`config.mk`:
```
export PLATFORM = sky130hd
export DESIGN_NAME = timer_ctrl
export DESIGN_NICKNAME = d
export VERILOG_FILES = /design/src/rtl/timer_ctrl.sv
export SDC_FILE = /design/constraint.sdc
export NUM_CORES = 1
export LEC_CHECK = 0
export BUFFER_PORTS_ARGS = -buffer_cell sky130_fd_sc_hd__buf_4
export CAP_MARGIN = 30
export CORE_UTILIZATION = 55
export CTS_BUF_LIST = sky130_fd_sc_hd__clkbuf_8
export CTS_CLUSTER_DIAMETER = 100
export CTS_CLUSTER_SIZE = 16
export DETAILED_ROUTE_END_ITERATION = 7
export PLACE_DENSITY_LB_ADDON = 0.12
export SLEW_MARGIN = 20
export SYNTH_ARGS = -nofsm -noshare
export SYNTH_HDL_FRONTEND = slang
export SYNTH_SLANG_ARGS = --single-unit
```
`constraint.sdc`:
```
create_clock -name PCLK -period 4 [get_ports PCLK]
set_input_delay 0.6 -clock PCLK [delete_from_list [all_inputs] [get_ports PCLK]]
set_output_delay 0.6 -clock PCLK [all_outputs]
set_load 0.01 [all_outputs]
```
`src/rtl/timer_ctrl.sv`:
```
// Up/down timer counting edges of a prescaled clock level, with reload, sticky flags and IRQ.
// Optional one-shot mode is compiled in with TIMER_CTRL_ONESHOT_EN.
module timer_ctrl #(
  parameter int CNT_W = 8
) (
  input  logic             PCLK,
  input  logic             PRESET,
  input  logic             Clock_counter,
  input  logic [1:0]       Cks_in,
  output logic [1:0]       Cks,
  input  logic             En,
  input  logic             Up_dn,
  input  logic             Load,
  input  logic [CNT_W-1:0] TDR,
  output logic [CNT_W-1:0] TCNT,
  output logic             Ovf,
  output logic             Udf,
  input  logic             Clr_ovf,
  input  logic             Clr_udf,
  input  logic             Ie,
  output logic             Irq
`ifdef TIMER_CTRL_ONESHOT_EN
  ,
  input  logic             Oneshot
`endif
);

  typedef enum logic [1:0] {IDLE, RUN, DONE} state_e;

  localparam logic [CNT_W-1:0] ONE = {{(CNT_W-1){1'b0}}, 1'b1};

  state_e           state_q;
  logic             clk_q;
  logic [1:0]       cks_q, cks_d;
  logic [CNT_W-1:0] cnt_q, cnt_d;
  logic             ovf_q, udf_q;
  logic             tick, step, at_lim, wrap, cks_chg, oneshot_hit;

  assign tick = Clock_counter & ~clk_q;

  always_comb begin
    // While running, the prescaler may only switch on a tick so no partial period is counted.
    cks_d   = (state_q == RUN && !tick) ? cks_q : Cks_in;
    cks_chg = (cks_d != cks_q);
    at_lim  = Up_dn ? (cnt_q == '0) : (cnt_q == '1);
    step    = (state_q == RUN) && tick && !Load;
    wrap    = step && at_lim;
    cnt_d   = cnt_q;
    if (Load)
      cnt_d = TDR;
    else if (step)
      cnt_d = at_lim ? TDR : (Up_dn ? cnt_q - ONE : cnt_q + ONE);
`ifdef TIMER_CTRL_ONESHOT_EN
    oneshot_hit = wrap && Oneshot;
`else
    oneshot_hit = 1'b0;
`endif
  end

  always_ff @(posedge PCLK or posedge PRESET) begin
    if (PRESET) begin
      state_q <= IDLE;
      clk_q   <= 1'b0;
      cks_q   <= 2'b00;
      cnt_q   <= '0;
      ovf_q   <= 1'b0;
      udf_q   <= 1'b0;
    end else begin
      // Mask the level step a mux switch can produce so it is not seen as an edge.
      clk_q <= cks_chg ? 1'b1 : Clock_counter;
      cks_q <= cks_d;
      cnt_q <= cnt_d;
      ovf_q <= (wrap && !Up_dn) || (ovf_q && !Clr_ovf);
      udf_q <= (wrap &&  Up_dn) || (udf_q && !Clr_udf);
      case (state_q)
        IDLE:    if (En) state_q <= RUN;
        RUN:     if (!En) state_q <= IDLE;
                 else if (oneshot_hit) state_q <= DONE;
        DONE:    if (!En) state_q <= IDLE;
        default: state_q <= IDLE;
      endcase
    end
  end

  assign Cks  = cks_q;
  assign TCNT = cnt_q;
  assign Ovf  = ovf_q;
  assign Udf  = udf_q;
  assign Irq  = Ie & (ovf_q | udf_q);

endmodule

```
After elaboration in Yosys (flattened, before gate mapping)

Index checks and enable logic that the tools add are counted.

Add/sub/neg operators: 2
Multipliers: 0
Div/mod/pow operators: 0
Order comparisons: 0
Equality and inequality tests: 6
Shift operators: 0
Mux-type cells: 10
Bitwise operators: 4
Reduce and logical (&&, ||, !) cells: 20

Operator list:

| kind                                             | number |
|---|---|
| two-way mux 8 bit                                | 4 |
| adder 8 x 1 -> 8 bit, second input constant      | 1 |
| == test 8 bit, second input constant             | 1 |
| logical AND 1 bit                                | 8 |
| zero test 8 bit                                  | 1 |
| subtractor 8 x 1 -> 8 bit, second input constant | 1 |
| two-way mux 2 bit                                | 3 |
| zero test 1 bit                                  | 5 |
| != test 2 bit, second input constant             | 2 |
| case mux 2 bit (2 select lines)                  | 1 |
| AND 1 bit                                        | 2 |
| == test 2 x 1 -> 1 bit, second input constant    | 1 |
| == test 2 bit, second input constant             | 1 |
| zero test 2 bit                                  | 1 |
| logical OR 1 bit                                 | 2 |
| two-way mux 1 bit                                | 2 |
| != test 2 bit                                    | 1 |
| AND reduction 2 bit                              | 1 |
| nonzero test 2 bit                               | 1 |
| OR reduction 2 bit                               | 1 |
| inverter 1 bit                                   | 1 |
| OR 1 bit                                         | 1 |

Flip-flop bits (word level): 15
Latch bits: 0
Memory bits (writable): 0
Bits in read-only memories: 0
Output and inout port bits: 13
Logic and storage cells: 48
Memories kept: 0

Depth between registers and ports, before layout

Word-level depth: 7
Mapped depth: 7
Mapped depth without buffers: 7

Least setup slack after synthesis

No wires, ideal clock.

Kind: input to register
From: input port Up_dn
To: register cnt_q[7], in the netlist TCNT[7]
Data arrival time: 2057 ps
Data required time: 3929 ps
Slack: 1872 ps
Stages: 6
Buffers on the path: 0
Cells stage by stage: ha_1 -> a211oi_2 -> o211ai_1 -> a221o_1 -> or4_1 -> nand4_1

Word-level cells in the longest chain between the ends: 4

Ends and longest elaborated chain:

| what                                                          | line   | source |
|---|---|---|
| start: declaration                                            | 12     | `input logic Up_dn,` |
| two-way mux 8 bit / two-way mux 1 bit (equally long branches) | 52, 45 |  |
| two-way mux 8 bit (*)                                         | 52     | `cnt_d = at_lim ? TDR : (Up_dn ? cnt_q - ONE : cnt_q + ONE);` |
| two-way mux 8 bit (*)                                         | 51     | `else if (step)` |
| two-way mux 8 bit (*)                                         | 49     | `if (Load)` |
| end signal: assignment                                        | 72     | `cnt_q <= cnt_d;` |
| end: declaration                                              | 35     | `logic [CNT_W-1:0] cnt_q, cnt_d;` |

Every way passes the cells marked *; elsewhere a longest branch is shown, timed or not. The select of a mux whose other input is x is not followed.
A chain may end at the register's enable or synchronous reset.

Worst setup path in the final report

Same ends and word-level chain as after synthesis.

==> flow_summary.json <==
{
  "final_hold_viol_count": 0,
  "cts_tree": "built",
  "worst_pin_slew_ps": 881,
  "start_util": 0.596,
  "layout-drive-gt1-share": 0.308,
  "cp_slowest_cell": "or4_1",
  "syn_to_final_growth_pct": 28.9,
  "vdd_ir_drop_max_v": 0.000418,
  "relSlewSlack": 0.411,
  "synth_async_sr_flop_share": 1.00,
  "ys_warn_count": 0,
  "status": "complete, no violations",
  "p_int_uw": 407,
  "io_pins": 32,
  "crit_chain": "buf_4 > ha_1 > a211oi_2 > o211ai_1 > a221o_1 > or4_1 > nand4_1",
  "final_cell_mix": "buf_4, dfrtp_1, a21oi_1, inv_1, nand2_1",
  "hold_class": "input pin to asynchronous set/reset pin",
  "grt_max_degree": 15,
  "drc": 0,
  "p_seq_frac": 0.325,
  "synth_cell_type_count": 40,
  "p_per_area_nw_per_um2": 491,
  "synth-edff-count": 0,
  "combPwrFrac": 0.457,
  "fp.dieH_um": 45.5,
  "synth_flop_cell": "dfrtp_1",
  "crit_path_max_fanout": 12,
  "cts_resized": 0,
  "core_area_sq_um": 1750,
  "post_cts_buffers": 0,
  "final_common_cell": "buf_4",
  "htreeDepth": 1,
  "dr.pass1.iters": 4,
  "post-dp-hpwl_um": 1780,
  "die_x_um": 45.5,
  "r2r_cells": 6,
  "routabilityCongestion": 0.827,
  "cts-hold-fix-buffers": 0,
  "r2r-start": "TCNT[1]",
  "synth_cells": 111,
  "grt_overflow": 0,
  "startpoint_type": "input pin",
  "switching_share": 0.382,
  "nets": 170,
  "clock_sinks": 14,
  "routed-via-count": 1005,
  "cts_buffers": 3,
  "fin_skew_ps": 1.91,
  "p_sw_uw": 252,
  "cap_violations": 0,
  "drt_iter0_drc": 63,
  "r2r-end": "TCNT[7]",
  "syn-num-nets": 137,
  "final.period_utilization": 0.560,
  "hold-worst-slack_ps": 396,
  "worstPathArrival_ps": 2430,
  "clock.fmax_mhz": 447,
  "wire_per_inst_um": 15.7,
  "dpl.cell_count": 164,
  "min_period_ps": 2240,
  "r2r_slack_ps": 1860,
  "io_buffers": 31,
  "power_uw": 658,
  "antenna_found_initial": 0,
  "ant_nets": 0,
  "power_leakage_uw": 0.000617,
  "avgSynthCellArea_sq_um": 9.37,
  "setup_slack_ps": 1760,
  "setup-violations-final": 0,
  "maxSlewViolCount": 0,
  "place_ws_ps": 1590,
  "p_clk_frac": 0.218,
  "startpoint": "Up_dn",
  "path_depth": 7,
  "endpoint": "TCNT[7]",
  "clk-insertion-delay-late_ps": 250,
  "instances_no_fill": 168,
  "dieArea_sq_um": 2070,
  "worstSetupPathType": "input pin to flop",
  "crit_family": "compound AO/OA/AOI/OAI gates",
  "clk_pin_slew_ps": 60,
  "rsz0062_at_grt": "false",
  "synth_area_sq_um": 1040,
  "ys_seq_elements": 14,
  "crit_buf_inv": 1,
  "required_ps": 4190,
  "wl_um": 2640,
  "clk_path_buf_depth": 2,
  "rows": 15,
  "yosysSeqAreaShare": 0.337,
  "slowest_delay_ps": 410,
  "grt_pass1_vias": 904,
  "grt_usage": 0.284,
  "fin_setup_tns_ps": 0,
  "cts_root_buffer": "clkbuf_8",
  "viasPerCell": 5.98,
  "grt_pass1_wl_um": 4100,
  "n_antenna_cell": 0,
  "end_kind": "flop"
}
==> cell families after synthesis <==
logic type	share of synthesized area
buffers and inverters	0.0469
multiplexers	0.0602
AND/OR/NAND/NOR	0.199
AO/OA/AOI/OAI	0.224
adder cells (fa/ha/maj)	0.0915
XOR/XNOR	0.0421
flip-flops	0.337
==> worst register-to-register path, stage by stage (launching register included) <==
cell and delay [ps]:
dfrtp_1 420, ha_1 330, a211oi_2 330, o211ai_1 140
a221o_1 340, or4_1 410, nand4_1 100
==> worst min-delay path by stage <==
stage	start	endpoint	slack, ps	depth (start not counted)
finish	PRESET	TCNT[6]	400	2
global route	PRESET	TCNT[5]	440	2
CTS	PRESET	TCNT[7]	420	2
detailed placement	state_q[0]	clk_q	500	1
global placement	state_q[0]	clk_q	470	1
floorplan	state_q[0]	clk_q	450	1
==> area by class of cell <==
| type | instances | area (sq um) |
|---|---|---|
| multi-input combinational | 86 | 641 |
| tap | 25 | 31.3 |
| timing repair buffer | 31 | 233 |
| sequential | 14 | 350 |
| fill | 134 | 405 |
| clock buffer | 4 | 55.1 |
| inverter | 8 | 30.0 |
==> stage by stage <==
step / cell area (sq um) / util
after floorplan: 1040 / -
after global placement: 1280 / 0.736
after detailed placement: 1280 / 0.736
after CTS: 1340 / 0.768
after global routing: 1340 / 0.768
final: 1340 / 0.768
==> cell usage after synthesis, drive strengths merged (3+ instances only) <==
library cell	count	share of area
nor2	6	0.022
xor2	3	0.025
dfrtp	14	0.34
mux2i	4	0.039
inv	8	0.029
a21oi	9	0.054
nand3	6	0.029
nand2	8	0.029
nor2b	3	0.018
o21ai	6	0.029
nand4	3	0.018
ha	6	0.072
==> power groups by stage <==
stage                     combinational [uW]  sequential (uW)  clock, uW
after floorplan                          193              214          0
after global placement                   282              210          0
after detailed placement                 291              213          0
after CTS                                298              212        143
after global routing                     332              217        150
final                                    301              214        144
==> sequential cells by signal, indices dropped and copies added (netlist names) <==
signal	flops
TCNT	8
Cks	2
Ovf	1
Udf	1
clk_q	1
state_q	1
==> routing by layer <==
metal | global-route usage | up-vias | share of wire
met4 | 0.121 | 0 | 0.028
met1 | 0.336 | 468 | 0.41
met5 | 0 | - | 0
met2 | 0.480 | 47 | 0.49
met3 | 0.0754 | 15 | 0.068
li1 | - | 475 | -
Power figures use the tool's default switching activity.
